<file path="config.mk">
export PLATFORM = sky130hd
export DESIGN_NAME = mole_mod_counter
export DESIGN_NICKNAME = d
export VERILOG_FILES = /design/src/rtl/mole_mod_counter.sv
export SDC_FILE = /design/constraint.sdc
export NUM_CORES = 1
export LEC_CHECK = 0
export CAP_MARGIN = 40
export CORE_AREA = 2 2 39 41
export CTS_BUF_LIST = sky130_fd_sc_hd__clkbuf_2
export DETAILED_ROUTE_END_ITERATION = 8
export DIE_AREA = 0 0 41 43
export PLACE_DENSITY = 0.63
export SLEW_MARGIN = 25
export SYNTH_ARGS = -nofsm -noshare
export SYNTH_HDL_FRONTEND = slang
export SYNTH_SLANG_ARGS = --single-unit
</file>
<file path="constraint.sdc">
create_clock -name clk -period 1.7 [get_ports clk]
set_input_delay 0.17 -clock clk [delete_from_list [all_inputs] [get_ports clk]]
set_output_delay 0.17 -clock clk [all_outputs]
set_load 0.02 [all_outputs]
</file>
<file path="src/rtl/mole_mod_counter.sv">
// Modulo-N up/down counter: the timing/position sequencer for mole selection and
// round timers. It has enable, synchronous clear, parallel load with a saturating
// clamp, a combinational terminal-count flag and a registered wrap pulse.
// Optional prescaler: define MOLE_CNT_PRESCALE_EN to step once every PRESCALE
// enabled cycles. When the macro is undefined, every enabled cycle is a step.
module mole_mod_counter #(
  parameter int unsigned WIDTH     = 4,
  parameter int unsigned MODULUS   = 16,
  parameter int unsigned RESET_VAL = 0,
  parameter int unsigned PRESCALE  = 1
) (
  input  logic             clk,
  input  logic             reset,
  input  logic             en,
  input  logic             up_dn,
  input  logic             clear,
  input  logic             load,
  input  logic [WIDTH-1:0] load_val,
  output logic [WIDTH-1:0] count,
  output logic             tc,
  output logic             wrap
);

  // Extended width so that MODULUS == 2**WIDTH is representable.
  localparam int unsigned Cw = WIDTH + 1;
  localparam logic [Cw-1:0]    ModExt   = Cw'(MODULUS);
  localparam logic [Cw-1:0]    MaxExt   = Cw'(MODULUS - 1);
  localparam logic [WIDTH-1:0] ResetCnt = WIDTH'(RESET_VAL);

  // Reject illegal parameterisations at elaboration time.
  if ((MODULUS < 2) || (64'(MODULUS) > (64'd1 << WIDTH))) begin : g_bad_modulus
    $error("mole_mod_counter: MODULUS must be in 2..2**WIDTH");
  end
  if (RESET_VAL >= MODULUS) begin : g_bad_reset_val
    $error("mole_mod_counter: RESET_VAL must be below MODULUS");
  end
  if (PRESCALE < 1) begin : g_bad_prescale
    $error("mole_mod_counter: PRESCALE must be at least 1");
  end

  logic [WIDTH-1:0] count_q, count_d;
  logic             wrap_q, wrap_d;
  logic [Cw-1:0]    cnt_ext;
  logic [Cw-1:0]    load_ext;
  logic             step;

`ifdef MOLE_CNT_PRESCALE_EN
  localparam int unsigned PsW = (PRESCALE > 1) ? $clog2(PRESCALE) : 1;
  localparam logic [PsW-1:0] PsLast = PsW'(PRESCALE - 1);

  logic [PsW-1:0] ps_q, ps_d;

  assign step = en && (ps_q == PsLast);

  // Prescaler next state: clear/load discard progress, en=0 holds it.
  always_comb begin
    ps_d = ps_q;
    if (clear || load) begin
      ps_d = '0;
    end else if (en) begin
      ps_d = step ? '0 : ps_q + 1'b1;
    end
  end

  // Prescaler register.
  always_ff @(posedge clk) begin
    if (reset) begin
      ps_q <= '0;
    end else begin
      ps_q <= ps_d;
    end
  end
`else
  assign step = en;
`endif

  assign cnt_ext  = {1'b0, count_q};
  assign load_ext = {1'b0, load_val};

  // Terminal count depends on the live direction, not the previous step's.
  assign tc = up_dn ? (cnt_ext == MaxExt) : (count_q == '0);

  // Next count and wrap, in priority order clear > load > step > hold.
  always_comb begin
    count_d = count_q;
    wrap_d  = 1'b0;
    if (clear) begin
      count_d = ResetCnt;
    end else if (load) begin
      count_d = (load_ext < ModExt) ? load_val : WIDTH'(MaxExt);
    end else if (step) begin
      wrap_d = tc;
      if (up_dn) begin
        count_d = (cnt_ext == MaxExt) ? '0 : WIDTH'(cnt_ext + 1'b1);
      end else begin
        count_d = (count_q == '0) ? WIDTH'(MaxExt) : WIDTH'(cnt_ext - 1'b1);
      end
    end
  end

  // Count and wrap registers; reset overrides everything.
  always_ff @(posedge clk) begin
    if (reset) begin
      count_q <= ResetCnt;
      wrap_q  <= 1'b0;
    end else begin
      count_q <= count_d;
      wrap_q  <= wrap_d;
    end
  end

  assign count = count_q;
  assign wrap  = wrap_q;

endmodule

</file>
==> results <==
synthesized netlist by cell type (all sizes together):
cell type and instances:
dfxtp 5, a21oi 4, inv 4, o21ai 4, ha 2, nand2 2, nor2 2, xnor2 2
a2111oi 1, a21bo 1, a31oi 1, and2 1, and4 1, mux2 1, mux2i 1, nand3 1
nand4 1, nor3b 1, nor4b 1, o211ai 1, o21bai 1, o311a 1, o31ai 1, or3 1
or3b 1, or4 1
state kept, by name, summed over array words and instances (netlist names):
register	flops
count	4
wrap	1
cells in the final DEF, fill, tap and decap left out, types with 2 or more instances in the layout:
| master | Yosys | final |
|---|---|---|
| a21oi_1 | 3 | 3 |
| buf_4 | 0 | 6 |
| clkbuf_2 | 0 | 4 |
| clkdlybuf4s50_1 | 0 | 14 |
| dfxtp_1 | 5 | 5 |
| inv_1 | 3 | 2 |
| inv_2 | 1 | 2 |
| nand2_1 | 2 | 2 |
| nor2_1 | 2 | 2 |
| o21ai_0 | 4 | 3 |
| xnor2_1 | 2 | 2 |
per-stage QoR:
stage / worst slack [ps] / hold slack [ps] / TNS [ps]
2_1_floorplan: 48.3 / 239 / 0
3_3_place_gp: -280 / 664 / -300
3_5_place_dp: -289 / 662 / -328
4_1_cts: 21.2 / 508 / 0
5_1_grt: 13.4 / 514 / 0
6_report: 73.6 / 511 / 0
worst paths after layout:
| check | end | slack (ps) | cells after the start |
|---|---|---|---|
| hold reg to reg | count[3]$_SDFFE_PP0P_ | 690 | 4 |
| setup reg to reg | count[2]$_SDFFE_PP0P_ | 160 | 6 |
| hold / removal | count[0]$_SDFFE_PP0P_ | 510 | 3 |
| setup / recovery | tc | 70 | 5 |
power breakdown:
part / leakage, uW / internal (uW) / switching, uW
clock: 0.0000166 / 62.4 / 53.9
sequential: 0.0000409 / 123 / 4.35
combinational: 0.000191 / 69.1 / 54.0
worst min-delay path, stage by stage:
cell	delay, ps
clkdlybuf4s50_1	400
nand3_1	60
o31ai_1	50
final cells by class:
cell class | instances | area, sq um
clock buffer | 4 | 20.0
fill | 144 | 754
inverter | 4 | 15.0
multi-input combinational | 34 | 278
sequential | 5 | 100
tap | 16 | 20.0
timing repair buffer | 21 | 196
per-layer routing:
metal	global-route usage (%)	up-vias	share of wire, %
met5	0	-	0
met4	4.00	0	0
met3	8.38	0	8.8
met2	20.0	15	48
met1	18.8	198	43
li1	-	212	-
kinds of logic (layout without fill, tap and decap cells):
group,Yosys count,count (layout)
AOI/OAI and AO/OA,15,15
xor gates and xnor gates,2,2
adders and majority gates,2,2
buffers and inverters,4,29
DFF,5,5
muxes,2,2
and+or+nand+nor,13,13
timing repair:
item,in CTS,in global routing
endpoints found under the setup margin,1,2
gates resized for setup,8,3
hold buffers,0,0
pin swaps,1,1
buffers inserted,0,0
==> summary.txt <==
Run status
  • Status: finished clean

CTS
  • Max Buffers Root-to-Sink: 2
  • CTS tree: yes
  • Clk slew on worst S/H paths: 60 ps
  • CTS Buf Count: 3
  • Sink Count: 5
  • Clk_lat worst skew: 220 ps
  • CTS Root Cell: clkbuf_2
  • H-tree Lvls: 1

Synth
  • Adder and majority gate portion of the synthesized area: 6.83%
  • Largest cells by area after synthesis: dfxtp_1 (27%), ha_1 (6.8%), o21ai_0 (5.5%)
  • XOR/XNOR share of the synthesized area: 4.78%
  • Cells after synthesis: 43
  • Distinct cell type count after synthesis: 28
  • #FFs+latches synth: 5
  • Synth Area in Compound Gates: 29.4%
  • Multiplexer share of the synthesized area: 5.80%
  • Post-Syn Area: 367 sq um
  • Syn_nets: 55
  • Main combinational cell family by area after synthesis: compound AO/OA/AOI/OAI gates
  • Ys Warns: 0
  • Share of the yosys chip area belonging to registers: 27.3%
  • Yosys top cell by area: dfxtp_1
  • Simple-gate area share of the yosys netlist: 21.8%
  • Avg Cell Area, Syn: 8.53 sq um
  • Yosys top cell area share: 27.3%

Placement
  • Post-DP HPWL: 739 um
  • Placed cell areas: 586 sq um
  • Cell count after placement: 80
  • Port Buffers: 15
  • Routability Congestion: 0.800

Global route
  • Number of global-route vias before repair: 403
  • Largest net degree at the start of global routing: 9
  • Initial antenna violation count: 0
  • Tot GR Track Use: 14.5%
  • Grt total ovfl: 0
  • First-pass GRT wire length: 1.70 mm

Drt
  • WL per Instance: 11.3 um
  • Vias: 425
  • Initial DRC Count: 0
  • DRC: 0
  • WL final: 953 um
  • Final antenna-violating net count: 0
  • DRT Pass-1 Iters: 1
  • Avg Vias per Cell: 5.06

Finish
  • Share of cells above drive strength 1: 27.9%
  • P&R area growth vs syn: 71.7%
  • # diodes: 0
  • Layout Cells excl Fill: 84
  • Post-route cell area: 629 sq um
  • Final core occ: 45.5%
  • Net count, final: 81

Worst setup path
  • Setup crit end kind: output pin
  • Crit-path cells: inv_2 > ha_4 > or3b_4 > o21ai_4 > buf_6
  • CP Launch Type: flip-flop
  • Slowest library cell on the worst path: or3b_4
  • Setup CP Type: reg2out
  • Crit-path leading delay family: simple AND/OR/NAND/NOR gates
  • Critical path fanouts, max: 3
  • Crit path from: count[0]$_SDFFE_PP0P_
  • CP arrival: 1460 ps
  • Reg2reg start: count[0]$_SDFFE_PP0P_
  • Worst Path Required: 1530 ps
  • Crit path buf inv count: 2
  • Slowest stage delay, CP: 390 ps

Power
  • Tot Pwr: 366 uW
  • Power Density: 582 mW/mm^2
  • Leakage: 0.000248 uW
  • Worst VDD drop: 257 uV

STA
  • Final Setup Violations: 0
  • Final Hold Vio Count: 0
  • Final min period: 1630 ps
  • Max transition margin: 80.5%
  • Fmax: 615 MHz
  • Slew Viols, Final: 0
  • Skew final: 1.60 ps
  • RSZ-0062 raised after global routing: false
  • Crit share post-route: 95.7%
  • Worst-margin pin slew: 288 ps

Floorplanning
  • FP Rows: 14
  • Die width: 41 um
  • Initial core utilization: 26.5%
  • Top Ports: 16
  • Die ar.: 0.00176 sq mm
  • Die Ht: 43 um
  • Core Region: 0.00138 sq mm

Job
  • Max_cap viols: 0

Min path
  • Hold Crit Class: in2reg
  • Hold_sp: load_val[0]
No activity file was read; power rests on OpenSTA's default activity.
==> edit 1, RTL diff (same flow settings) <==
The option `MOLE_CNT_PRESCALE_EN` is turned on by a define.
--- a/src/rtl/mole_mod_counter.sv
+++ b/src/rtl/mole_mod_counter.sv
@@ -3,6 +3,8 @@
 // clamp, a combinational terminal-count flag and a registered wrap pulse.
 // Optional prescaler: define MOLE_CNT_PRESCALE_EN to step once every PRESCALE
 // enabled cycles. When the macro is undefined, every enabled cycle is a step.
+`define MOLE_CNT_PRESCALE_EN
+
 module mole_mod_counter #(
   parameter int unsigned WIDTH     = 4,
   parameter int unsigned MODULUS   = 16,
Behaviour: same outputs for any inputs over 10 cycles, from zero or initial values; that may be too few to reach the edited logic, so the function may still have changed.
==> edit 1 against the original RTL <==
  * Largest cell class unchanged
  * Sequential cell count up 1
  * Synthesized cell count rose by 12%
  * Cell count rose by 6.0%
  * Register-to-register slack worse by 0.06 ns
  * Worst setup slack better by 0.028 ns
  * Critical path depth increased by 2
  * Total power increased by 2.4%
  * Area after synthesis rose by 12%
  * Wire length grew 0.21%
  * First-iteration DRC count grew 5
  * Hold slack better by 0.025 ns
  * Cell area up 5.6%
==> edit 1: results (changes against the original RTL) <==
stage,metric,value,unit,change
run_status,outcome,"finished, final reports clean",,unchanged
global_route,first-pass GRT wire length,1590,um,was 1700 um
placement,post-DP HPWL,746,um,was 739 um
worst_setup_path,CP startpoint,count[1],,was count[0]
detailed_routing,Post-Route WL,955,um,was 953 um
yosys,top post-synthesis cells by count,"dfxtp_1 (6), a21oi_1 (5), nand2_1 (5), o21ai_0 (5), inv_1 (4)",,"was dfxtp_1 (5), o21ai_0 (4), a21oi_1 (3), inv_1 (3)"
detailed_routing,initial drt markers,5,,was 0
yosys,Netlist cell types,21,,was 28
final_layout,fin nets,87,,was 81
detailed_routing,average wire per standard cell,10.7,um,was 11.3 um
global_route,GR Layer Usage met3,6.28,%,was 8.38%
yosys,sequential share of the synthesized area,29.4,%,was 27.3%
yosys,yosys warns,0,,unchanged
worst_setup_path,CP Capture Point,count[0],,was tc
timing,Slew @ Worst Pin,0.345,ns,was 0.288 ns
global_route,met1 usage,17.1,%,was 18.8%
hold_path,hold crit path type,register to register,,was input pin to register
worst_setup_path,CP Max Fanout,2,,was 3
worst_setup_path,Worst R2R Setup Slack,0.10,ns,was 0.16 ns
yosys,syn nets,60,,was 55
power,peak supply drop,267,uV,was 257 uV
final_layout,area delta synth->final,62.4,%,was 71.7%
detailed_routing,via count of the routed design,416,,was 425
placement,RD Place Congestion,0.766,,was 0.800
global_route,met2 Usage GRT,19.1,%,was 20.0%
yosys,Gate Count Post-Synth,48,,was 43
worst_setup_path,data arrival time at the worst-slack endpoint,1.77,ns,was 1.46 ns
power,Pleak,0.000270,uW,was 0.000248 uW
global_route,GRT Overall Usage,13.9,%,was 14.5%
global_route,vias in the first global route,383,,was 403
worst_setup_path,Reg2Reg Depth,7,,was 6
timing,share of the clock period used by the worst path,94.0,%,was 95.7%
yosys,Synth area leaders,"dfxtp_1 (29%), a2111oi_4 (6.7%), a21oi_1 (6.1%)",,"was dfxtp_1 (27%), ha_1 (6.8%), o21ai_0 (5.5%)"
final_layout,# fillers,131,,was 144
detailed_routing,DRT Pass-1 Iters,4,,was 1
timing,Final Skew,0.00350,ns,was 0.00160 ns
final_layout,share of layout cells above drive strength 1,26.0,%,was 27.9%
placement,dpl cells,86,,was 80
placement,dpl ws,-0.299,ns,was -0.289 ns
==> edit 1: cells by family (layout without fill, tap and decap cells) <==
kind of cell / after synthesis / after routing / share of synthesized area [%]
xor gates and xnor gates: 3 / 3 / 6.42
and+or+nand+nor: 15 / 15 / 22.9
AOI/OAI and AO/OA: 17 / 17 / 30.6
buffers and inverters: 5 / 30 / 4.59
DFF: 6 / 6 / 29.4
adders and majority gates: 2 / 2 / 6.12
==> edit 1: area by class of cell <==
cell class	count	share of cell area, %
well taps	16	3.01
flip-flops and latches	6	18.1
clock buffers	3	2.26
repair buffers	23	31.3
inverters	4	2.26
multi-input cells	37	43.1
==> edit 1: worst min-delay path by stage <==
stage	slack, ns	startpoint	cells past startpoint	to
global route	0.53	load_val[1]	2	count[1]
finish	0.54	ps_q	1	ps_q
floorplan	0.31	load_val[1]	1	count[1]
CTS	0.54	ps_q	1	ps_q
global placement	0.51	ps_q	1	ps_q
detailed placement	0.52	ps_q	1	ps_q
==> edit 1: critical path, stage by stage, from the launching register on <==
cell and delay (ns):
dfxtp_1 0.32, inv_2 0.07, ha_4 0.14, nand2b_4 0.05, or3_4 0.34, buf_4 0.15, a2111oi_4 0.34, o21a_1 0.14
==> edit 1: repair_timing <==
action,4_1_cts,5_1_grt
setup endpoints to repair,1,2
resized for setup,4,6
pin swaps,0,2
gates cloned,0,0
==> edit 1: report_power, final <==
part	total [uW]	internal [uW]	leakage [uW]	switching (uW)
Sequential	149	146	0.0000489	2.91
Clock	96.1	47.6	0.0000125	48.5
Combinational	130	72.0	0.000209	57.7
Total	375	266	0.000270	109
==> edit 1: per-layer routing <==
layer | wire [um] | up-vias
met2 | 494 | 10
met5 | 0 | -
met3 | 43 | 3
li1 | - | 222
met4 | 12 | 0
met1 | 404 | 181
==> edit 1: per-stage QoR <==
stage	hold slack, ns	power, uW
6_report	0.536	375
5_1_grt	0.529	411
4_1_cts	0.538	371
3_5_place_dp	0.515	276
3_3_place_gp	0.510	277
2_1_floorplan	0.308	215
==> edit 2, RTL diff (config.mk and constraints unchanged) <==
Made on the original files. Register the output `count` once more; this adds one clock of latency there. The other outputs are not delayed to match. Comments in the files are not updated.
--- a/src/rtl/mole_mod_counter.sv
+++ b/src/rtl/mole_mod_counter.sv
@@ -109,7 +109,9 @@
     end
   end
 
-  assign count = count_q;
+  always_ff @(posedge clk) begin
+    count <= count_q;
+  end
   assign wrap  = wrap_q;
 
 endmodule
Behaviour: not the same (Yosys sat finds a counterexample within 4 cycles, from zero or initial values).
==> edit 2 against the original RTL <==
  * Utilization grew 6.4 points
  * Combinational power is essentially flat
  * Clock power grew 22%
  * Wire length grew 3.9%
  * Sequential power grew 79%
  * Non-clock buffer count grew 1
  * Total power grew 34%
  * Sequential cell count grew 4
  * Worst setup slack lost 0.0087 ns
  * Cell count grew 8.3%
  * Area after synthesis grew 21%
  * Global-route usage shrank 0.86 points
  * Cell area grew 14%
  * Largest power group unchanged
==> edit 2: results (changes against the original RTL) <==
stage,metric,value,unit,change
run_status,outcome,"finished, final reports clean",,unchanged
clock_tree,CTS Root Cell,clkbuf_2,,unchanged
power,NetSw,134,uW,was 112 uW
hold_path,worst hold path startpoint,count_q[3],,was load_val[0]
final_layout,share of layout cells above drive strength 1,29.3,%,was 27.9%
clock_tree,later-pin clock latency in the skew report,0.24,ns,was 0.22 ns
worst_setup_path,data arrival time at the worst-slack endpoint,1.47,ns,
detailed_routing,drt via density,4.77,,was 5.06
yosys,yosys warns,0,,unchanged
yosys,top post-synthesis cells by count,"dfxtp_1 (9), inv_1 (4), nand2_1 (4), o21ai_0 (4), a21oi_1 (3)",,"was dfxtp_1 (5), o21ai_0 (4), a21oi_1 (3), inv_1 (3)"
detailed_routing,DRT Pass-1 Iters,4,,was 1
power,peak supply drop,277,uV,was 257 uV
hold_path,hold crit path type,register to register,,was input pin to register
yosys,prevailing post-synth register cell,dfxtp_1,,unchanged
yosys,Synth area leaders,"dfxtp_1 (41%), ha_1 (5.6%), o21ai_0 (4.5%)",,"was dfxtp_1 (27%), ha_1 (6.8%), o21ai_0 (5.5%)"
clock_tree,H-tree Lvls,1,,unchanged
detailed_routing,initial drt markers,3,,was 0
worst_setup_path,Worst R2R Setup Slack,0.27,ns,was 0.16 ns
global_route,first-pass GRT wire length,1520,um,was 1700 um
final_layout,# fillers,139,,was 144
timing,Final Skew,0.000630,ns,was 0.00160 ns
global_route,pin count of the biggest net entering global routing,10,,was 9
global_route,vias in the first global route,363,,was 403
global_route,initial antenna violation count,0,,unchanged
detailed_routing,Post-Route WL,990,um,was 953 um
power,Pleak,0.000306,uW,was 0.000248 uW
yosys,fraction of registers with async set/reset,0,%,unchanged
timing,Slew headroom,79.7,%,was 80.5%
yosys,sequential share of the synthesized area,40.6,%,was 27.3%
worst_setup_path,Reg2Reg Depth,4,,was 6
final_layout,n_diodes,0,,unchanged
hold_path,Hold Path End,count[3],,was count[0]
placement,post-DP HPWL,699,um,was 739 um
clock_tree,CTS Buffer Depth,2,,unchanged
clock_tree,clock slew at reported path FFs,0.10,ns,was 0.06 ns
worst_setup_path,worst reg2reg path endpoint,count_q[3],,was count[2]
placement,RD Place Congestion,0.813,,was 0.800
worst_setup_path,Critical R2R Launch,count_q[1],,was count[0]
yosys,syn nets,62,,was 55
global_route,GRT Overall Usage,13.7,%,was 14.5%
yosys,Netlist cell types,25,,was 28
hold_path,Hold Path Cell Cnt,0,,was 3
final_layout,fin nets,88,,was 81
worst_setup_path,CP Max Fanout,2,,was 3
detailed_routing,DRC Markers,0,,unchanged
edit 2: how the worst max path moves through the flow:
| stage | start | slack [ns] | cells past startpoint | end |
|---|---|---|---|---|
| 2_1_floorplan | count_q[0] | 0.17 | 5 | wrap |
| 3_3_place_gp | up_dn | -0.25 | 4 | tc |
| 3_5_place_dp | up_dn | -0.25 | 4 | tc |
| 4_1_cts | count_q[0] | 0.02 | 5 | tc |
| 5_1_grt | count_q[1] | -0.02 | 5 | tc |
| 6_report | count_q[0] | 0.06 | 5 | tc |
edit 2: repair_timing:
item / 4_1_cts / 5_1_grt
pin swaps: 0 / 2
endpoints found under the setup margin: 1 / 1
gates resized for setup: 6 / 11
setup buffers: 0 / 1
edit 2: layout make-up:
type	count	share of cell area, %
timing repair buffer	22	28.9
clock buffer	4	2.79
inverter	4	2.09
sequential	9	25.4
tap	16	2.79
multi-input combinational	36	38.0
edit 2: power groups by stage:
stage / Clock, uW / Combinational, uW / Sequential [uW]
2_1_floorplan: 0 / 43.1 / 240
3_3_place_gp: 0 / 108 / 230
6_report: 141 / 123 / 227
4_1_cts: 146 / 109 / 226
5_1_grt: 160 / 133 / 229
3_5_place_dp: 0 / 108 / 230
edit 2: critical path, cell delays in order (launching register included):
cell,delay (ns)
dfxtp_2,0.34
inv_2,0.07
ha_4,0.13
or3b_4,0.39
o21ai_4,0.17
buf_6,0.13
edit 2: kinds of logic after synthesis:
logic type,Yosys count,share of synthesized area [%]
simple gates,17,21.1
compound gates,13,19.4
flops,9,40.6
buf+inv,5,4.50
xor+xnor,2,3.94
mux,2,4.79
fa+ha+maj,2,5.63
edit 2: metal layers:
metal / track usage, % / wire length (um) / up-vias
li1: - / - / 226
met1: 16.7 / 441 / 191
met2: 17.8 / 481 / 15
met3: 4.71 / 53 / 2
met4: 12.0 / 14 / 0
met5: 0 / 0 / -
edit 2: per-stage QoR:
| step | cell area (um^2) | hold WS, ns | std cells | util [%] | setup slack, ns |
|---|---|---|---|---|---|
| CTS | 676 | 0.469 | 90 | 48.8 | 0.0185 |
| detailed placement | 654 | 0.448 | 86 | 47.3 | -0.247 |
| finish | 718 | 0.491 | 91 | 51.9 | 0.0648 |
| floorplan | 444 | 0.340 | 50 | - | 0.172 |
| global placement | 654 | 0.452 | 86 | 47.3 | -0.246 |
| global route | 718 | 0.512 | 91 | 51.9 | -0.0188 |
